==> src/rtl/demux1x8_deser.sv <==
// demux1x8_deser: 1:8 serial-to-parallel receiver with frame resync and optional idle timeout
module demux1x8_deser #(
   parameter bit LSB_FIRST = 1'b1,
   parameter int TIMEOUT   = 0,
   parameter int TO_W      = 8
) (
   input  logic       clk,
   input  logic       rst,
   input  logic       start,
   input  logic       in_valid,
   input  logic       din,
   output logic [7:0] out_data,
   output logic       out_valid,
   output logic       busy,
   output logic [2:0] cur_addr,
   output logic       frame_err
);
   typedef enum logic {IDLE, COLLECT} state_t;
   localparam logic [2:0] FA = LSB_FIRST ? 3'd0 : 3'd7;
   localparam logic [2:0] LA = ~FA;
   state_t state, state_n;
   logic [7:0] shadow, shadow_n, wr, data_n;
   logic [2:0] wa, addr_n;
   logic [TO_W-1:0] to_cnt, to_n;
   logic collecting, abort, timed, complete, ov_n, fe_n;
   always_comb begin
      collecting = state == COLLECT;
      wa = start ? FA : cur_addr;
      wr = shadow;
      wr[wa] = din;
      complete = collecting && !start && cur_addr == LA;
      abort = collecting && start;
      timed = TIMEOUT != 0 && collecting && !in_valid && to_cnt + 1'b1 == TO_W'(TIMEOUT);
      state_n = state;
      shadow_n = shadow;
      data_n = out_data;
      addr_n = cur_addr;
      to_n = to_cnt;
      ov_n = 1'b0;
      fe_n = 1'b0;
      if (in_valid) begin
         // a start with a bit aborts the old frame and the bit opens a new one at FA
         shadow_n = wr;
         to_n = '0;
         fe_n = abort;
         ov_n = complete;
         data_n = complete ? wr : out_data;
         state_n = complete ? IDLE : COLLECT;
         addr_n = complete ? FA : (LSB_FIRST ? wa + 3'd1 : wa - 3'd1);
      end else if (abort || timed) begin
         fe_n = 1'b1;
         state_n = IDLE;
         addr_n = FA;
         to_n = '0;
      end else if (collecting) to_n = to_cnt + 1'b1;
   end
   always_ff @(posedge clk) begin
      if (rst) begin
         state <= IDLE;
         shadow <= '0;
         out_data <= '0;
         out_valid <= 1'b0;
         frame_err <= 1'b0;
         cur_addr <= FA;
         to_cnt <= '0;
      end else begin
         state <= state_n;
         shadow <= shadow_n;
         out_data <= data_n;
         out_valid <= ov_n;
         frame_err <= fe_n;
         cur_addr <= addr_n;
         to_cnt <= to_n;
      end
   end
   assign busy = state == COLLECT;
endmodule

==> config.mk <==
export PLATFORM = sky130hd
export DESIGN_NAME = demux1x8_deser
export DESIGN_NICKNAME = d
export VERILOG_FILES = /design/src/rtl/demux1x8_deser.sv
export SDC_FILE = /design/constraint.sdc
export NUM_CORES = 1
export LEC_CHECK = 0
export ABC_AREA = 1
export BUFFER_PORTS_ARGS = -buffer_cell sky130_fd_sc_hd__buf_2
export CELL_PAD_IN_SITES_DETAIL_PLACEMENT = 2
export CELL_PAD_IN_SITES_GLOBAL_PLACEMENT = 2
export CORE_MARGIN = 2
export CORE_UTILIZATION = 30
export CTS_CLUSTER_DIAMETER = 60
export CTS_CLUSTER_SIZE = 30
export DETAILED_ROUTE_END_ITERATION = 16
export PLACE_DENSITY = 0.83
export SLEW_MARGIN = 20
export SYNTH_ARGS = -nofsm -noshare
export SYNTH_HDL_FRONTEND = slang
export SYNTH_SLANG_ARGS = --single-unit
==> constraint.sdc <==
create_clock -name clk -period 2.92 [get_ports clk]
set_input_delay 0.146 -clock clk [delete_from_list [all_inputs] [get_ports clk]]
set_output_delay 0.146 -clock clk [all_outputs]
set_load 0.005 [all_outputs]
After elaboration in Yosys (flattened, before gate mapping)
Index checks and enable logic that the tools add are counted.
- bits in registers: 22
- latch bits: 0
- RAM bits: 0
- memory bits (read-only): 0
- input bits: 5
- output and inout bits: 14
- memories kept: 0
- add/subtract/negate cells: 1
- multipliers: 0
- divide/modulo/power cells: 0
- $lt $le $gt $ge: 2
- equal/unequal tests: 1
- shift operators: 0
- mux-type cells: 12
- bitwise gates (word level): 1
- reduce and logical (&&, ||, !) cells: 8
- operators with widths (cell ; count):
    $mux 3 ; 4
    $bwmux 8 ; 1
    $mux 1 ; 6
    $logic_and 1x1->1 ; 4
    $lt 3x4->1 const B ; 1
    $add 3x1->3 const B ; 1
    $demux 1 s3 ; 1
    $eq 3x3->1 const B ; 1
    $ge 3x1->1 const B ; 1
    $reduce_and 2->1 ; 1
    $reduce_bool 2->1 ; 1
    $reduce_or 2->1 ; 1
    $logic_not 1->1 ; 1
    $not 1->1 ; 1

Depth between registers and ports, before layout
Gate-level depths: netlist of the first run.
- word-level depth: 6
- mapped depth: 8

Least setup slack after synthesis of the first run
Ideal clock, no wire load.
- path type: register -> register
- start: register cur_addr[0]
- end: register out_data[3]
- arrival: 1.032 ns
- required time: 2.811 ns
- setup slack: 1.780 ns
- cell stages (with the launch flop): 9
- clock period less this slack: 1.140 ns
- cell sequence: dfxtp_1 > nand2_1 > nor2_1 > nand3_1 > buf_6 > inv_2 > nand2_1 > nand2_1 > inv_1
- longest elaborated chain between the ends: 6
- ends and longest elaborated chain (element ; RTL line ; source):
    start, declared ; 15 ; output logic [2:0] cur_addr,
    start signal, assigned ; 72 ; cur_addr <= addr_n;
    $mux 3 ; 28 ; wa = start ? FA : cur_addr;
    $lt 3x4->1 (implied by the code) / $ge 3x1->1 (equally long branches) ; 30 ; wr[wa] = din;
    $logic_and 1x1->1 (implied by the code) ; 30 ;
    $mux 1 (implied by the code) ; 30 ;
    $demux 1 s3 ; 30 ;
    $bwmux 8 ; 30 ;
    end signal, assigned ; 69 ; out_data <= data_n;
    end, declared ; 12 ; output logic [7:0] out_data,
Several ways; a longest one is shown, not always the timed one.
A chain may end at the register's enable or synchronous reset.

Final worst setup path of the first run
- start: register cur_addr[1]
- end: register out_data[7]
Same word-level chain as after synthesis.

==> impl_metrics.ini, run 1 <==
[timing]
fin_crit_ps = 1664
fin_setup_tns_ps = 0
setup_viol = 0
slew-limit-headroom_pct = 68.78
hold_viol = 0
fin_skew_ps = 5.631
rsz0062_at_grt = no
worst_pin_slew_ps = 467.0
max_freq_mhz = 600.8
slew_viol_final = 0
finalCritPeriodShare_pct = 57.00

[grt]
track_usage_pct = 17.65
grt.overflow.total = 0
grt_max_degree = 20
grt_pass1_vias = 1197
grt_pass1_wl_mm = 5.685
antenna_found_initial = 0

[clocking]
cts_buffer_depth = 2
ctsHoldBuffers = 0
cts-root-buf = clkbuf_4
path_clk_slew_ps = 130
cts_setup_buffers = 0
cts_resized = 0
htreeDepth = 1
cts.sinks = 22
numCtsBuffers = 3
clk_latency_ps = 310
cts_tree = done

[cells_and_area]
drive_gt1_share_pct = 13.90
final.fill_count = 429
finish.utilization_pct = 36.77
layout.nets = 193
final_common_cell = nand2_1
area_growth_pct = 15.41
seq_area_um2 = 440.4
final_cell_mix = 55 x nand2_1, 23 x inv_1, 22 x dfxtp_1
multiInputGateArea_um2 = 511.7
antenna_cells = 0

[die]
die-area_um2 = 4095
coreArea_um2 = 3390
die_h_um = 64.00
rows = 21
ios = 19
initial_utilization_pct = 31.86
die_w_um = 64.00

[worst_setup_path]
path_class = reg2reg
cp_cell_sequence = nand2_1 > nor2_1 > nand3_1 > nor2_2 > nand2_1 > nand2_1
slowest_stage = dfxtp_1
crit_top_cell = nand2_1
path_delay_family = simple AND/OR/NAND/NOR gates
endpoint_kind = flip-flop
path_max_fanout = 12
crit_arrival_ps = 1930
path_buf_inv = 0
start_kind = flip-flop
slowest_delay_ps = 560
crit_required_ps = 3190

[power_and_ir_drop]
peakVddDrop_uv = 252.7
powerDensity_nw_per_um2 = 495.8
p_leak_uw = 0.0006861

[synthesis]
synth_area_um2 = 1080
synthFlopType = dfxtp_1
ys_types = 16
seq_area_frac_synth_pct = 40.79
synth_edf_count = 0
syn_inst = 171
synth-async-reset-ratio_pct = 0
avgSynthCellArea_um2 = 6.315
yosysWarnings = 0
syn_nets = 176
synth.ff_latch_count = 22

[routing]
drt-total-wl_mm = 3.233
drtIter0Drc = 31
ant_nets = 0
wl_per_cell_um = 13.88
first_pass_iters = 4
route.detailed.drc = 0
viasPerCell = 4.850
vias = 1130

[placement]
finalWeightedCongestion = 0.7469
hpwlAfterDp_mm = 2.540
portBuffers = 18

[min_path]
hold_class = in2reg

[flow_run]
cap_viol_max_count = 0

[outcome]
status = completed
## synthesized netlist by cell type, types with 2 or more instances
| library cell | count | area (um^2) |
|---|---|---|
| nand2_1 | 55 | 206.5 |
| inv_1 | 23 | 86.33 |
| dfxtp_1 | 22 | 440.4 |
| nand3_1 | 20 | 100.1 |
| nor2_1 | 17 | 63.81 |
| a21oi_1 | 10 | 50.05 |
| o21ai_0 | 6 | 30.03 |
| nand4_1 | 5 | 31.28 |
| buf_2 | 3 | 15.01 |
| clkbuf_1 | 2 | 7.510 |
| inv_2 | 2 | 7.510 |
| nor2_2 | 2 | 12.51 |
## registers in the layout, summed over array words and instances, names as in the netlist
register / flops
cur_addr: 3
out_valid: 1
frame_err: 1
out_data: 8
shadow: 8
busy: 1
## worst register-to-register path: cells and delay by family, from the launching register on
kind	cells	cell delay, ps
AND/OR/NAND/NOR	6	1070
flip-flops	1	560
## power by group
| part | switching [uW] | total, uW | internal, uW | leakage (uW) |
|---|---|---|---|---|
| logic | 43.3 | 63.0 | 19.7 | 0.000479 |
| clock network | 98.5 | 237 | 139 | 0.0000279 |
| registers | 7.51 | 318 | 310 | 0.000180 |
| total | 149 | 618 | 469 | 0.000686 |
## logic make-up (layout without fill, tap and decap cells)
family,Yosys count,count (layout),share of synthesized area (%)
AND/OR/NAND/NOR,101,101,39.51
buffers and inverters,31,47,11.82
flip-flops,22,22,40.79
AO/OA/AOI/OAI,17,17,7.879
## stage by stage
step,area (um^2),power (uW),setup slack [ps],std cells,hold slack (ps)
floorplan,1080,366.4,1780,171,237.2
global placement,1194,384.1,1453,229,457.2
detailed placement,1194,388.1,1244,229,475.6
CTS,1246,630.2,1195,233,195.4
global route,1246,657.7,1034,233,224.8
finish,1246,617.9,1256,233,217.4
## cell type report
| cell class | count | share of cell area, % |
|---|---|---|
| Inverter | 25 | 7.530 |
| Sequential cell | 22 | 35.34 |
| Timing Repair Buffer | 18 | 7.229 |
| Clock buffer | 3 | 1.807 |
| Clock inverter | 1 | 2.410 |
| Multi-Input combinational cell | 118 | 41.06 |
| Tap cell | 46 | 4.618 |
## final timing paths
| path | from | endpoint | slack (ps) | cells after the start |
|---|---|---|---|---|
| hold / removal | start | frame_err | 220 | 3 |
| hold reg to reg | out_data[1] | out_data[1] | 490 | 2 |
| setup / recovery | cur_addr[1] | out_data[7] | 1260 | 6 |
| setup reg to reg | cur_addr[1] | out_data[7] | 1260 | 6 |
## layer usage
metal / up-vias / global-route usage [%] / routed length, um
met5: - / 0 / 0
met4: 0 / 3.533 / 44
met3: 4 / 4.401 / 98
met2: 17 / 31.51 / 1701
met1: 543 / 21.28 / 1389
li1: 566 / - / -
No activity file was read; power rests on OpenSTA's default activity.
==> run 2, diff against run 1 <==
CORE_UTILIZATION = 28   (was 30)
PLACE_DENSITY = 0.79   (was 0.83)
clock period = 1.6 ns   (was 2.92 ns; I/O delays follow)
==> run 2 against run 1 <==
Die area grew 6.7%. Combinational power grew 100%. Global-route usage shrank 1.1 points. Critical path type unchanged.
==> impl_metrics.ini, run 2 (synthesized netlist as in run 1, its figures left out) <==
[cells_and_area]
multiInputGateArea_um2 = 516.7
final_cell_mix = 55 x nand2_1, 23 x inv_1, 22 x dfxtp_1
final.fill_count = 499
seq_area_um2 = 440.4
drive_gt1_share_pct = 15.34
final_area_um2 = 1265
final-instance-count-excl-fill = 237
final_common_cell = nand2_1
layout.nets = 196
antenna_cells = 0
area_growth_pct = 17.15
reg.largest.list = out_data: 8 flops, shadow: 8 flops, cur_addr: 3 flops

[worst_setup_path]
regToRegStartpoint = cur_addr[2]
path_buf_inv = 1
ff2ff_setup_slack_ps = 180
start_kind = flip-flop
slowest_delay_ps = 450
path_max_fanout = 11
crit_arrival_ps = 1620
r2r_cells = 6
path_class = reg2reg
crit_required_ps = 1810
slowest_stage = dfxtp_1
endpoint_kind = flip-flop
path_delay_family = simple AND/OR/NAND/NOR gates
crit_top_cell = nand2_1
r2r_end = out_data[2]
cp_cell_sequence = inv_2 > nor2_1 > nand3_2 > nor2_2 > nand2_1 > nand2_1

[timing]
fin_setup_tns_ps = 0
worst_slack_ps = 182.7
hold_viol = 0
fin_crit_ps = 1417
worst_pin_slew_ps = 352.4
hold_ws_ps = 232.0
setup_viol = 0
fin_skew_ps = 3.773
slew-limit-headroom_pct = 76.51
finalCritPeriodShare_pct = 88.58
max_freq_mhz = 705.6
rsz0062_at_grt = no
slew_viol_final = 0

[grt]
grt.busiest_layer = met2
grt_max_degree = 19
antenna_found_initial = 0
grt_use_met2_pct = 31.25
grt_pass1_vias = 1206
grt_pass1_wl_mm = 5.561
met1_usage_pct = 19.42
track_usage_pct = 16.59
gr-usage-met3_pct = 2.044
grt.overflow.total = 0

[clocking]
cts-root-buf = clkbuf_8
cts_buffer_depth = 2
path_clk_slew_ps = 80
ctsHoldBuffers = 0
numCtsBuffers = 3
cts_tree = done
clk_latency_ps = 260
cts.sinks = 22
cts_setup_buffers = 0
htreeDepth = 1

[routing]
ant_nets = 0
drt-total-wl_mm = 3.317
first_pass_iters = 3
vias = 1135
viasPerCell = 4.789
route.detailed.drc = 0
wl_per_cell_um = 14.00
drtIter0Drc = 11

[die]
die_w_um = 66.10
coreArea_um2 = 3689
initial_utilization_pct = 29.27
die_h_um = 66.10
ios = 19
die-area_um2 = 4369
rows = 22

[placement]
pre_cts_ws_ps = 38.84
place_inst = 234
finalWeightedCongestion = 0.7528
portBuffers = 18
dpl-instance-area_um2 = 1219
hpwlAfterDp_mm = 2.642

[outcome]
status = completed

[flow_run]
cap_viol_max_count = 0

[power_and_ir_drop]
peakVddDrop_uv = 224.1
powerDensity_nw_per_um2 = 826.1
p_leak_uw = 0.0006951

[min_path]
holdPathStages = 2
min_from = rst
min_to = cur_addr[0]
hold_class = in2reg
run 2: through the flow:
stage               util, %  power [uW]
floorplan                 -       668.8
global placement      33.04       709.3
detailed placement    33.04       717.5
CTS                   34.16        1067
global route          34.29        1105
finish                34.29        1045
run 2: timing repair:
action / in CTS / in global routing
gates resized for setup: 0 / 1
setup endpoints to repair: 0 / 7
hold endpoints to repair: 0 / 0
run 2: layer usage:
metal / share of wire, % / vias to the layer above
met5: 0 / -
li1: - / 576
met1: 45 / 541
met3: 2.8 / 4
met4: 1.0 / 0
met2: 51 / 14
run 2: worst reg2reg max path, cell delays in order (launching register included):
cell	delay (ps)
dfxtp_1	450
inv_2	90
nor2_1	140
nand3_2	250
nor2_2	270
nand2_1	100
nand2_1	70
run 2: worst max-delay path by stage:
stage	start	end	slack, ps	cells after the start
floorplan	cur_addr[0]	out_data[3]	460	8
global placement	cur_addr[2]	out_data[1]	250	6
detailed placement	cur_addr[2]	out_data[2]	40	6
CTS	cur_addr[2]	out_data[2]	7	6
global route	cur_addr[2]	out_data[7]	40	6
finish	cur_addr[2]	out_data[2]	180	6
run 2: layout make-up:
class / count / area share, %
Inverter: 25 / 7.418
Timing Repair Buffer: 21 / 8.902
Tap cell: 48 / 4.748
Multi-Input combinational cell: 118 / 40.85
Clock buffer: 3 / 3.264
Sequential cell: 22 / 34.82
run 2: power breakdown:
group | internal (uW) | switching [uW] | total [uW]
logic | 40.8 | 86.4 | 127
registers | 565 | 10.4 | 576
clock network | 168 | 174 | 342
total | 774 | 271 | 1040
==> run 3, diff against run 2 <==
REMOVE_ABC_BUFFERS = 1   (was unset)
==> run 3 against run 2 <==
Worst setup slack lost 11 ps. Clock skew is 0.80 ps higher. Sequential share of layout area fell by 0.58 points.
==> impl_metrics.ini, run 3 (synthesized netlist as in run 1, its figures left out) <==
[worst_setup_path]
crit_required_ps = 1750
ff2ff_setup_slack_ps = 170
crit_arrival_ps = 1580
endpoint_kind = flip-flop
regToRegStartpoint = cur_addr[2]
r2r_cells = 7
r2r_end = shadow[7]
start_kind = flip-flop
path_max_fanout = 6
path_class = reg2reg

[timing]
rsz0062_at_grt = no
slew_viol_final = 0
worst_pin_slew_ps = 472.4
fin_skew_ps = 4.576
hold_viol = 0
slew-limit-headroom_pct = 68.17
fin_crit_ps = 1428
finalCritPeriodShare_pct = 89.26
max_freq_mhz = 700.2
fin_setup_tns_ps = 0
setup_viol = 0

[cells_and_area]
layout.nets = 197
seq_area_um2 = 440.4
final.fill_count = 472
multiInputGateArea_um2 = 516.7
reg.largest.list = out_data: 8 flops, shadow: 8 flops, cur_addr: 3 flops
final_cell_mix = 55 x nand2_1, 23 x inv_1, 22 x dfxtp_1
drive_gt1_share_pct = 16.23
area_growth_pct = 19.12
finish.utilization_pct = 34.87
final_common_cell = nand2_1
antenna_cells = 0

[routing]
wl_per_cell_um = 14.89
viasPerCell = 4.841
drtIter0Drc = 24
route.detailed.drc = 0
first_pass_iters = 4
ant_nets = 0
vias = 1157
drt-total-wl_mm = 3.558

[grt]
antenna_found_initial = 0
grt_pass1_vias = 1229
track_usage_pct = 17.92
grt_max_degree = 13
grt_pass1_wl_mm = 5.947
grt.overflow.total = 0

[min_path]
hold_class = in2reg
min_from = rst
min_to = cur_addr[2]
holdPathStages = 2

[placement]
portBuffers = 18
finalWeightedCongestion = 0.7862
hpwlAfterDp_mm = 2.836

[clocking]
numCtsBuffers = 3
cts.sinks = 22
clk_latency_ps = 260
cts_buffer_depth = 2
htreeDepth = 1
path_clk_slew_ps = 80
cts_tree = done
cts-root-buf = clkbuf_8

[power_and_ir_drop]
p_leak_uw = 0.0007061
powerDensity_nw_per_um2 = 860.2
peakVddDrop_uv = 290.7

[flow_run]
cap_viol_max_count = 0

[die]
ios = 19
die-area_um2 = 4369
coreArea_um2 = 3689
die_h_um = 66.10
rows = 22
die_w_um = 66.10
initial_utilization_pct = 29.27

[outcome]
status = completed
-- run 3: repair_timing --
| item | 4_1_cts | 5_1_grt |
|---|---|---|
| hold buffers | 0 | 0 |
| setup endpoints to repair | 0 | 3 |
| endpoints found under the hold margin | 0 | 0 |
| resized for setup | 0 | 1 |
| buffers inserted | 0 | 0 |
-- run 3: area by class of cell --
cell class / instances / share of cell area [%]
Clock buffer: 4 / 4.280
Sequential cell: 22 / 34.24
Inverter: 25 / 7.296
Tap cell: 48 / 4.669
Multi-Input combinational cell: 118 / 40.18
Timing Repair Buffer: 22 / 9.339
-- run 3: through the flow --
| stage | hold WS [ps] | std cells | total power (uW) | instance area (um^2) | worst slack, ps |
|---|---|---|---|---|---|
| final | 154.3 | 239 | 1106 | 1286 | 171.9 |
| after CTS | 159.7 | 239 | 1127 | 1281 | 152.6 |
| after detailed placement | 445.8 | 235 | 718.0 | 1226 | 177.1 |
| after global placement | 424.3 | 235 | 708.2 | 1226 | 288.6 |
| after global routing | 170.8 | 239 | 1173 | 1286 | 9.827 |
| after floorplan | 149.1 | 165 | 656.7 | 1046 | 284.2 |
-- run 3: how the worst max path moves through the flow --
| stage | startpoint | to | cells after the start |
|---|---|---|---|
| 6_report | cur_addr[2] | shadow[7] | 7 |
| 5_1_grt | cur_addr[0] | out_data[3] | 7 |
| 4_1_cts | cur_addr[2] | out_data[5] | 7 |
| 3_5_place_dp | cur_addr[2] | out_data[5] | 7 |
| 3_3_place_gp | cur_addr[2] | shadow[7] | 7 |
| 2_1_floorplan | cur_addr[1] | out_data[1] | 6 |
-- run 3: power breakdown --
group | leakage (uW) | switching [uW] | total (uW) | internal (uW)
Combinational | 0.000498 | 86.3 | 127 | 40.2
Sequential | 0.000180 | 12.7 | 578 | 565
Clock | 0.0000288 | 183 | 402 | 219
Total | 0.000706 | 282 | 1110 | 825
-- run 3: metal layers --
metal	share of wire (%)	routed length, um	track usage (%)
met4	0.53	19	3.827
met1	45	1590	21.73
met2	52	1866	33.13
met3	2.3	83	2.555
met5	0	0	0
-- run 3: critical path, cell delays in order (launching register included) --
cell and delay, ps:
dfxtp_1 490, inv_2 100, nor2_2 210, nand2_1 160, nand2_1 90, nand2_1 70
o21ai_0 140, inv_1 70
